--- config.mk ---
export PLATFORM = sky130hd
export DESIGN_NAME = sc_switch_input
export DESIGN_NICKNAME = d
export VERILOG_FILES = /design/src/rtl/sc_switch_input.sv
export SDC_FILE = /design/constraint.sdc
export NUM_CORES = 1
export LEC_CHECK = 0
export ABC_AREA = 1
export BUFFER_PORTS_ARGS = -buffer_cell sky130_fd_sc_hd__buf_2
export CAP_MARGIN = 20
export CORE_ASPECT_RATIO = 0.8
export CORE_MARGIN = 5
export CORE_UTILIZATION = 45
export CTS_BUF_LIST = sky130_fd_sc_hd__clkbuf_4 sky130_fd_sc_hd__clkbuf_8
export DETAILED_ROUTE_END_ITERATION = 7
export PLACE_DENSITY = 0.68
export SYNTH_ARGS = -nofsm -noshare
export SYNTH_HDL_FRONTEND = slang
export SYNTH_SLANG_ARGS = --single-unit
--- constraint.sdc ---
create_clock -name clock -period 5.93 [get_ports clock]
set_clock_uncertainty 0.2 [all_clocks]
set_input_delay 0.8895 -clock clock [delete_from_list [all_inputs] [get_ports clock]]
set_output_delay 0.8895 -clock clock [all_outputs]
set_load 0.05 [all_outputs]
--- src/rtl/sc_switch_input.sv ---
// ----------------------------------------------------------------------------
// sc_switch_input
// Front end for the board's slide switches and pushbuttons. Every raw input is
// synchronized into the clock domain and then debounced. A change is accepted
// only after it has stayed steady for DEB_CYCLES consecutive synchronized
// cycles. The clean values are presented as three 32-bit words for a CPU
// input port, plus a one-cycle press pulse per key.
//
// Ports
//   clock     in   1   sole clock, rising edge
//   reset     in   1   asynchronous, active-high reset
//   sw        in  10   raw slide switches, active-high
//   key       in   4   raw pushbuttons, active-low (0 = pressed)
//   key_clr   in   4   per-key clear of the sticky event bits
//   in_port0  out 32   {27'b0, debounced sw[4:0]}
//   in_port1  out 32   {27'b0, debounced sw[9:5]}
//   in_port2  out 32   {24'b0, key_event[3:0], key_down[3:0]}
//   key_press out  4   one-cycle pulse per key on each debounced press
// ----------------------------------------------------------------------------
module sc_switch_input #(
  parameter int DEB_CYCLES = 500000
) (
  input  logic        clock,
  input  logic        reset,
  input  logic [9:0]  sw,
  input  logic [3:0]  key,
  input  logic [3:0]  key_clr,
  output logic [31:0] in_port0,
  output logic [31:0] in_port1,
  output logic [31:0] in_port2,
  output logic [3:0]  key_press
);

  // The counter qualifies a change when it reaches this value. It then clears,
  // so it never counts past it and never wraps.
  localparam logic [19:0] CNT_MAX = 20'(DEB_CYCLES - 1);

  // Switch group: sync chain, shared counter, stable value, output registers
  logic [9:0]  r_swS1, r_swS2, r_swS3, r_swStable;
  logic [19:0] r_swCnt;
  logic [4:0]  r_inPort0, r_inPort1;
  logic        w_swIncr;

  // Key group: each bit has its own counter and stable bit
  logic [3:0]  r_keyS1, r_keyS2, r_keyS3, r_keyStable, r_keyStablePrev;
  logic [19:0] r_keyCnt [4];
  logic [3:0]  r_keyDown, r_keyEvent, r_keyPress;
  logic [3:0]  w_keyIncr;
  logic [3:0]  w_pressNext;

  // Counting continues only while the synchronized value is steady and also
  // differs from the accepted value. Any movement, or agreement with the
  // accepted value, restarts qualification.
  assign w_swIncr  = (r_swS2 != r_swStable) && (r_swS2 == r_swS3);
  assign w_keyIncr = (r_keyS2 ^ r_keyStable) & ~(r_keyS2 ^ r_keyS3);

  // A press is a debounced 1->0 transition of the active-low key.
  assign w_pressNext = r_keyStablePrev & ~r_keyStable;

  always_ff @(posedge clock or posedge reset) begin
    if (reset) begin
      r_swS1     <= '0;
      r_swS2     <= '0;
      r_swS3     <= '0;
      r_swStable <= '0;
      r_swCnt    <= '0;
      r_inPort0  <= '0;
      r_inPort1  <= '0;
    end else begin
      r_swS1 <= sw;
      r_swS2 <= r_swS1;
      r_swS3 <= r_swS2;
      if (!w_swIncr) begin
        r_swCnt <= '0;
      end else if (r_swCnt == CNT_MAX) begin
        r_swCnt    <= '0;
        r_swStable <= r_swS2;
      end else begin
        r_swCnt <= r_swCnt + 20'd1;
      end
      r_inPort0 <= r_swStable[4:0];
      r_inPort1 <= r_swStable[9:5];
    end
  end

  // Keys reset to the released level (all ones), so no press is seen when
  // reset is released with the buttons up.
  always_ff @(posedge clock or posedge reset) begin
    if (reset) begin
      r_keyS1         <= 4'b1111;
      r_keyS2         <= 4'b1111;
      r_keyS3         <= 4'b1111;
      r_keyStable     <= 4'b1111;
      r_keyStablePrev <= 4'b1111;
      for (int i = 0; i < 4; i++) begin
        r_keyCnt[i] <= '0;
      end
    end else begin
      r_keyS1         <= key;
      r_keyS2         <= r_keyS1;
      r_keyS3         <= r_keyS2;
      r_keyStablePrev <= r_keyStable;
      for (int i = 0; i < 4; i++) begin
        if (!w_keyIncr[i]) begin
          r_keyCnt[i] <= '0;
        end else if (r_keyCnt[i] == CNT_MAX) begin
          r_keyCnt[i]    <= '0;
          r_keyStable[i] <= r_keyS2[i];
        end else begin
          r_keyCnt[i] <= r_keyCnt[i] + 20'd1;
        end
      end
    end
  end

  // The event bit is sticky. A press that is being generated on this edge
  // overrides a clear on the same edge, so software cannot lose a press.
  always_ff @(posedge clock or posedge reset) begin
    if (reset) begin
      r_keyDown  <= '0;
      r_keyEvent <= '0;
      r_keyPress <= '0;
    end else begin
      r_keyDown  <= ~r_keyStable;
      r_keyPress <= w_pressNext;
      r_keyEvent <= w_pressNext | (r_keyEvent & ~key_clr);
    end
  end

  assign in_port0  = {27'b0, r_inPort0};
  assign in_port1  = {27'b0, r_inPort1};
  assign in_port2  = {24'b0, r_keyEvent, r_keyDown};
  assign key_press = r_keyPress;

endmodule

==> impl_metrics.toml, run 1 <==
[critical_path]
critPathCaptureType = "flop"
worstPathCellList = "ha_1, nand2_1, nor2_1, nand4_1, inv_1, nand3_2, nand2_1, nand2_1"
max_stage_delay_ps = 380
cp.required_ps = 6090
path_buf_inv = 1
worstPathMaxFanout = 11
crit_family = "simple AND/OR/NAND/NOR gates"
critPathKind = "flop to flop"
cpMaxStageDelayCell = "dfrtp_1"
critPathLaunchType = "flop"
cp.arrival_ps = 2360
cpMostUsedCell = "nand2_1"

[route]
drt-total-wl_um = 15800
vias = 6225
wl_per_cell_um = 11.8
ant_nets = 0
drc = 0
first_pass_iters = 7
first_iter_violations = 410
drt-vias-per-instance = 4.66

[synthesis]
syn_inst = 1012
synthArstFlopShare = 1.00
ys_seq_area_frac = 0.523
synth-edff-count = 0
yosysMostFrequentCell = "nor2_1"
yosysWarnings = 0
synth_top_area_share = 0.463
ys_seq_elements = 182
syn_area_um2 = 8750
synth_top_flop_cell = "dfrtp_1"
synthTopCellsByCount = "nor2_1 (175), dfrtp_1 (162), nand2_1 (159)"
synth_top_cell_by_area = "dfrtp_1"
synthTopCellsByArea = "dfrtp_1 (46%), nor2_1 (7.5%), nand2_1 (6.8%), buf_4 (6.8%), dfstp_2 (6.0%)"
avgSynthCellArea_um2 = 8.65
synth_cell_type_count = 38

[grt]
track_usage = 0.144
grt_pass1_wl_um = 27000
grt_pass1_vias = 5751
antenna_found_initial = 0
gr-total-overflow = 0
grt_max_degree = 141

[placed_design]
dp.final_hpwl_um = 11200
dpl_worst_slack_ps = 3360
port_buffers = 41
routabilityCongestion = 0.889

[floorplan]
placementRows = 45
start_util = 0.460
die_w_um = 166
core_um2 = 19000
ioPinCount = 120
dieArea_um2 = 22400
die_y_um = 135

[cts]
clkSinkCount = 182
cts_buffer_depth = 2
post_cts_resized = 0
clockRootBuffer = "clkbuf_8"
cts_setup_buffers = 0
cts_hold_buf = 0
cts.clk_slew.worst_paths_ps = 100
cts_tree = "built"
cts_max_level = 4
cts_buffers = 17
clk_latency_ps = 470

[timing]
slew_violations = 0
rsz0062_at_grt = "false"
setup_tns_ps = 0
tightest_slew_ps = 916
max_freq_mhz = 455
hold_viol = 0
period_needed_ps = 2200
final.period_utilization = 0.371
relSlewSlack = 0.388
setup_viol = 0
fin_ws_ps = 3730

[finish]
drive_above_1_share = 0.105
synthToLayoutAreaGrowth_pct = 7.09
nFillCells = 1818
antenna_cells = 0
fin_nets = 1091

[power_and_ir_drop]
p_clk_frac = 0.364
peakVddDrop_mv = 0.113
p_switching_w = 0.000656
p_leak_nw = 4.33
p_per_area_nw_per_um2 = 244
pwr-share-comb = 0.078
swShare = 0.287
power_frac_seq = 0.557
internal_power_w = 0.00163

[hold_path]
hold_class = "flop to flop"

[flow_run]
cap_violations = 0

[run_status]
status = "finished clean"
logic make-up after synthesis:
kind of cell    after synthesis  synth area share
compound gates               53            0.0340
xor+xnor                     50            0.0500
fa+ha+maj                     5           0.00715
buf+inv                     219             0.129
flops                       182             0.523
other cells                   1          0.000428
simple gates                502             0.256
worst reg2reg max path, delay by kind of cell (launching register included):
family / cells / cell delay [ps]
AND/OR/NAND/NOR: 6 / 980
flip-flops: 1 / 380
buffers and inverters: 1 / 360
adder cells (fa/ha/maj): 1 / 170
routing by layer:
layer,up-vias,share of wire,GRT usage
met5,-,0,0
met2,147,0.43,0.209
met3,16,0.044,0.0348
li1,3156,-,-
met4,0,0.011,0.0426
met1,2906,0.51,0.214
cell usage in the layout, fill, tap and decap left out, types with 2 or more instances in the layout:
master / n
or2_2: 3
nor2_4: 3
a21oi_1: 20
xnor2_1: 11
clkinvlp_4: 3
inv_6: 3
a211oi_1: 2
nor3_2: 2
clkinv_4: 3
inv_8: 5
conb_1: 78
clkbuf_8: 17
buf_4: 3
nor4_1: 3
and3_1: 3
nand3_1: 43
nor2_1: 175
nor3_1: 55
buf_2: 41
ha_1: 5
o22ai_1: 5
o21bai_1: 3
nor2_2: 3
a31oi_1: 4
xor2_1: 39
nand4_1: 35
nand2_1: 159
dfstp_2: 20
dfrtp_1: 162
nor3b_1: 13
o21ai_0: 15
inv_1: 131
area by class of cell:
| type | count | area, um2 | area share |
|---|---|---|---|
| inverters | 132 | 499 | 0.0532 |
| well taps | 258 | 323 | 0.0344 |
| repair buffers | 45 | 248 | 0.0264 |
| clock inverters | 15 | 159 | 0.0169 |
| flip-flops and latches | 182 | 4580 | 0.488 |
| multi-input cells | 688 | 3330 | 0.356 |
| clock buffers | 17 | 234 | 0.0250 |
stage by stage:
stage | util | instances | hold WS [ps] | cell area [um2] | power, W
after floorplan | - | 1089 | 131 | 9050 | 0.00149
after global placement | 0.472 | 1305 | 135 | 8980 | 0.00148
after detailed placement | 0.472 | 1305 | 135 | 8980 | 0.00148
after CTS | 0.493 | 1337 | 159 | 9380 | 0.00232
after global routing | 0.493 | 1337 | 156 | 9380 | 0.00239
final | 0.493 | 1337 | 156 | 9380 | 0.00229
registers in the layout, indices dropped and copies added (netlist names):
name and cells:
r_keyEvent 4, r_keyS3 4, r_keyStablePrev 4, r_swS3 10, r_keyS2 4, r_keyS1 4
r_inPort1 5, key_press 4, r_keyCnt 80, r_keyStable 4, r_keyDown 4, r_inPort0 5
r_swS2 10, r_swS1 10, r_swCnt 20, r_swStable 10
path summary, 6_finish.rpt:
check | startpoint | end | slack (ps) | cells past startpoint
worst max-delay path | r_swCnt[0] | r_swStable[1] | 3730 | 8
worst min-delay path | r_swS1[1] | r_swS2[1] | 160 | 0
worst max register to register | r_swCnt[0] | r_swStable[1] | 3730 | 8
worst min register to register | r_swS1[1] | r_swS2[1] | 160 | 0
max in group asynchronous | reset | r_keyCnt[20] | 3960 | 3
min in group asynchronous | reset | r_keyDown[3] | 390 | 2
power by group through the flow:
stage / Clock, W / Sequential (W) / Combinational, W
finish: 0.000834 / 0.00128 / 0.000179
global route: 0.000918 / 0.00128 / 0.000195
CTS: 0.000866 / 0.00128 / 0.000180
detailed placement: 0 / 0.00130 / 0.000180
global placement: 0 / 0.00130 / 0.000179
floorplan: 0 / 0.00130 / 0.000197
Power figures use the tool's default switching activity.
==> run 2, diff against run 1 <==
Settings changed: ABC_AREA 1 to 0, PLACE_DENSITY 0.68 to 0.69.
Clock period 5.93 ns to 1.95 ns, I/O delays scaled along.
==> run 2 against run 1 <==
  * Sequential share of layout area is 5.4 points lower
  * Flip-flop and latch count did not move
  * Worst setup slack got worse by 4200 ps
  * Highest routed layer unchanged
  * The flow now finishes with violations (setup timing)
  * Worst hold slack got worse by 4.2 ps
  * First-iteration DRC count grew 1.7%
  * Die area decreased by 7.9%
  * Register-to-register slack worse by 4200 ps
  * Global-route usage is 0.63 points higher
  * Core utilization up 11 points
==> impl_metrics.toml, run 2 <==
[run_status]
status = "finished, violations left"
violations = "setup timing"

[grt]
antenna_found_initial = 0
grt_use_met3 = 0.0426
track_usage = 0.150
grt_max_degree = 50
grtUsageMet1 = 0.202
grtUsageMet2 = 0.241
grt_pass1_wl_um = 25500
grt_pass1_vias = 5443
grt-busiest-layer = "met2"
gr-total-overflow = 0

[synthesis]
synthTopCellsByCount = "dfrtp_1 (162), nor2_1 (121), buf_4 (78)"
syn_area_um2 = 8020
yosysWarnings = 0
yosysMostFrequentCell = "dfrtp_1"
syn_inst = 737
synth_cell_type_count = 37
ys_seq_elements = 182
avgSynthCellArea_um2 = 10.9
synth_top_cell_by_area = "dfrtp_1"
synth_top_flop_cell = "dfrtp_1"
synth-edff-count = 0
synthArstFlopShare = 1.00
synth_top_area_share = 0.506
synthTopCellsByArea = "dfrtp_1 (51%), buf_4 (7.3%), xor2_1 (7.1%), dfstp_2 (6.6%), nor2_1 (5.7%)"
ys_seq_area_frac = 0.571

[placed_design]
port_buffers = 41
dpl_worst_slack_ps = -458
dp.final_hpwl_um = 9920
placedInstanceArea_um2 = 9000
place_inst = 1077
routabilityCongestion = 0.786

[floorplan]
die_w_um = 159
start_util = 0.460
placementRows = 43
ioPinCount = 120
core_um2 = 17400
dieArea_um2 = 20600
die_y_um = 129

[critical_path]
max_stage_delay_ps = 550
cp.required_ps = 2090
path_buf_inv = 1
critPathLaunchType = "flop"
crit_family = "simple AND/OR/NAND/NOR gates"
rrSetupSlack_ps = -490
cpMaxStageDelayCell = "or4_4"
cp.arrival_ps = 2580
critPathKind = "flop to flop"
critPathCaptureType = "flop"
worstPathCellList = "or4_4, nor4b_4, and4_1, and4_4, buf_12, mux2_4"
worstPathMaxFanout = 10

[route]
first_pass_iters = 5
first_iter_violations = 417
wl_per_cell_um = 14.1
drt-total-wl_um = 16300
drt-vias-per-instance = 4.71
vias = 5445
drc = 0
ant_nets = 0

[timing]
max_freq_mhz = 409
hold_viol = 0
fin_ws_ps = -492
relSlewSlack = 0.646
rsz0062_at_grt = "true"
tightest_slew_ps = 530
slew_violations = 0
final.period_utilization = 1.25
setup_viol = 84
period_needed_ps = 2440

[finish]
finalNonFillerCells = 1155
drive_above_1_share = 0.344
largestRegisters = "r_keyCnt x80, r_swCnt x20"
fin_util = 0.605
max_flop_register = "r_keyCnt"
stdcell_area_um2 = 10500
antenna_cells = 0
largest_reg_flops = 80
fin_nets = 944
layout_common_cells = "dfrtp_1 (161), buf_4 (89), conb_1 (78), xor2_1 (64), nor2_1 (49)"
final_common_cell = "dfrtp_1"
nFillCells = 1330
synthToLayoutAreaGrowth_pct = 31.4

[cts]
cts_buffers = 17
clk_latency_ps = 460
clkSinkCount = 182
clockRootBuffer = "clkbuf_8"
cts.clk_slew.worst_paths_ps = 100
cts_max_level = 4
cts_tree = "built"
cts_buffer_depth = 2

[hold_path]
hold_class = "flop to flop"

[power_and_ir_drop]
p_per_area_nw_per_um2 = 669
peakVddDrop_mv = 0.394
total_power_w = 0.00705
p_leak_nw = 4.73

[flow_run]
cap_violations = 0
[run 2: logic make-up after synthesis]
logic type      Yosys count  synth area share
compound gates           20            0.0155
xor+xnor                108             0.118
fa+ha+maj                 5           0.00780
buf+inv                 116            0.0926
flops                   182             0.571
mux                      10            0.0140
other cells               1          0.000468
simple gates            295             0.180
[run 2: metrics by stage]
step                setup TNS, ps  hold slack, ps
finish                     -13220             152
detailed placement          -6190             138
floorplan                 -149470            97.0
global placement            -5290             133
global route               -18850             153
CTS                         -8640             151
[run 2: worst paths after layout]
path	from	end	cells past startpoint
min in group asynchronous	reset	r_keyCnt[8]	3
max reg2reg	r_swCnt[10]	r_swStable[3]	6
max in group asynchronous	reset	r_keyS2[3]	4
min	r_swS1[7]	r_swS2[7]	0
min reg2reg	r_swS1[7]	r_swS2[7]	0
max	r_swCnt[10]	r_swStable[3]	6
[run 2: what timing repair did]
item / CTS / global route
pin swaps: 12 / 57
gates resized for setup: 18 / 141
setup buffers: 8 / 14
hold endpoints to repair: 28 / 0
setup endpoints to repair: 61 / 109
hold buffers: 19 / 0
cloned: 6 / 5
[run 2: power breakdown]
part           internal, W  switching, W  total [W]
combinational     0.000172      0.000522   0.000694
clock              0.00116       0.00132    0.00248
sequential         0.00383     0.0000381    0.00387
[run 2: layout make-up]
type | instances | area, um2 | share of cell area
Sequential cell | 182 | 4580 | 0.435
Timing Repair Buffer | 177 | 1620 | 0.154
Inverter | 25 | 97.6 | 0.00926
Clock buffer | 22 | 297 | 0.0281
Multi-Input combinational cell | 516 | 3570 | 0.339
Clock inverter | 8 | 88.8 | 0.00843
Tap cell | 225 | 282 | 0.0267
[run 2: metal layers]
layer	vias to the layer above	wire length, um
met3	25	567
met1	2670	7400
li1	2655	-
met5	-	0
met2	95	8060
met4	0	257
==> run 3, diff against run 2 <==
Settings changed: ABC_AREA 0 to 1, PLACE_DENSITY 0.69 to 0.68.
==> run 3 against run 2 <==
  * Critical endpoint is now r_swStable[0]
  * Largest power group unchanged
  * Total power is 2.6% lower
  * The run now ends clean
  * Cell area shrank 7.4%
  * Register-to-register slack gained 610 ps
  * Sequential share of layout area up 3.5 points
  * Count of clock-buffer cells in the layout is 5 lower
  * First-iteration DRC count is 18% higher
  * Critical path depth rose by 2
  * Largest cell class unchanged
==> impl_metrics.toml, run 3 (synthesis gave the netlist of run 1 again) <==
[finish]
nFillCells = 1780
layout_common_cells = "nor2_1 (171), dfrtp_1 (160), nand2_1 (157), inv_1 (130), conb_1 (78)"
final_common_cell = "nor2_1"
stdcell_area_um2 = 9750
finalNonFillerCells = 1375
fin_nets = 1129
max_flop_register = "r_keyCnt"
synthToLayoutAreaGrowth_pct = 11.4
antenna_cells = 0
largest_reg_flops = 80
largestRegisters = "r_keyCnt x80, r_swCnt x20"
drive_above_1_share = 0.127

[timing]
hold_viol = 0
fin_ws_ps = 120
max_freq_mhz = 547
final.period_utilization = 0.938
period_needed_ps = 1830
setup_viol = 0
rsz0062_at_grt = "true"
slew_violations = 0
setup_tns_ps = 0

[route]
first_pass_iters = 5
drc = 0
ant_nets = 0
vias = 6408
wl_per_cell_um = 11.8
drt-total-wl_um = 16300
drt-vias-per-instance = 4.66
first_iter_violations = 494

[floorplan]
ioPinCount = 120
placementRows = 45
die_y_um = 135
die_w_um = 166
start_util = 0.460
dieArea_um2 = 22400
core_um2 = 19000

[cts]
clockRootBuffer = "clkbuf_8"
clk_latency_ps = 460
cts_tree = "built"
cts_buffers = 17
cts.clk_slew.worst_paths_ps = 100
clkSinkCount = 182
cts_buffer_depth = 2
cts_max_level = 4

[grt]
gr-total-overflow = 0
grtUsageMet1 = 0.216
grt-busiest-layer = "met2"
grt_use_met3 = 0.0360
grt_pass1_vias = 6024
grt_pass1_wl_um = 28300
grtUsageMet2 = 0.226
antenna_found_initial = 0
track_usage = 0.151
grt_max_degree = 62

[critical_path]
critPathLaunch = "r_swS2[2]"
critPathKind = "flop to flop"
cp.required_ps = 2160
timing.rr.end = "r_swStable[0]"
rr_startpoint = "r_swS2[2]"
rr_worst_depth = 8
critPathLaunchType = "flop"
worstPathMaxFanout = 10
rrSetupSlack_ps = 120
critPathCaptureType = "flop"
cp.arrival_ps = 2040

[placed_design]
placedInstanceArea_um2 = 9140
place_inst = 1322
routabilityCongestion = 0.869
dp.final_hpwl_um = 11500
dpl_worst_slack_ps = 76.1
port_buffers = 41

[power_and_ir_drop]
total_power_w = 0.00686
p_leak_nw = 4.49
peakVddDrop_mv = 0.338
p_per_area_nw_per_um2 = 704

[hold_path]
hold_class = "input port to async pin"

[flow_run]
cap_violations = 0

[run_status]
status = "finished clean"
-- run 3: critical path: stages, from the launching register on --
cell     delay (ps)
dfrtp_1         450
nor2_1          130
nor2_1           50
nor2_1          120
nand3_1         150
nor2_4          250
buf_4           230
nand4_1         120
nand2_1          90
-- run 3: final cells by class --
| class | count | area (um2) | share of cell area |
|---|---|---|---|
| timing repair buffer | 82 | 598 | 0.0613 |
| multi-input combinational | 689 | 3390 | 0.347 |
| sequential | 182 | 4580 | 0.470 |
| clock buffer | 17 | 234 | 0.0240 |
| inverter | 132 | 499 | 0.0512 |
| clock inverter | 15 | 133 | 0.0136 |
| tap | 258 | 323 | 0.0331 |
-- run 3: per-stage QoR --
stage	hold WS, ps	util
finish	149	0.513
global route	147	0.513
CTS	113	0.509
detailed placement	81.2	0.480
global placement	81.5	0.480
floorplan	97.0	-
-- run 3: worst max path at each step --
| stage | slack [ps] | end | depth (start not counted) |
|---|---|---|---|
| after global routing | -50 | r_keyCnt[78] | 9 |
| after global placement | 110 | r_keyCnt[78] | 8 |
| after detailed placement | 80 | r_keyCnt[78] | 8 |
| final | 120 | r_swStable[0] | 8 |
| after floorplan | -860 | key_press[0] | 1 |
| after CTS | 40 | r_keyCnt[78] | 8 |
-- run 3: power by group --
| part | switching, W | internal [W] | total [W] |
|---|---|---|---|
| clock network | 0.00145 | 0.000931 | 0.00239 |
| registers | 0.0000404 | 0.00384 | 0.00388 |
| logic | 0.000494 | 0.000101 | 0.000595 |
-- run 3: layer usage --
layer	share of wire	wire (um)	vias up
met5	0	0	-
met4	0.015	248	0
li1	-	-	3232
met3	0.047	756	24
met2	0.45	7340	146
met1	0.49	7910	3006
-- run 3: repair_timing --
item	CTS	global route
setup endpoints to repair	0	32
resized for setup	0	14
hold buffers	19	0
setup buffers	0	1
endpoints found under the hold margin	180	0
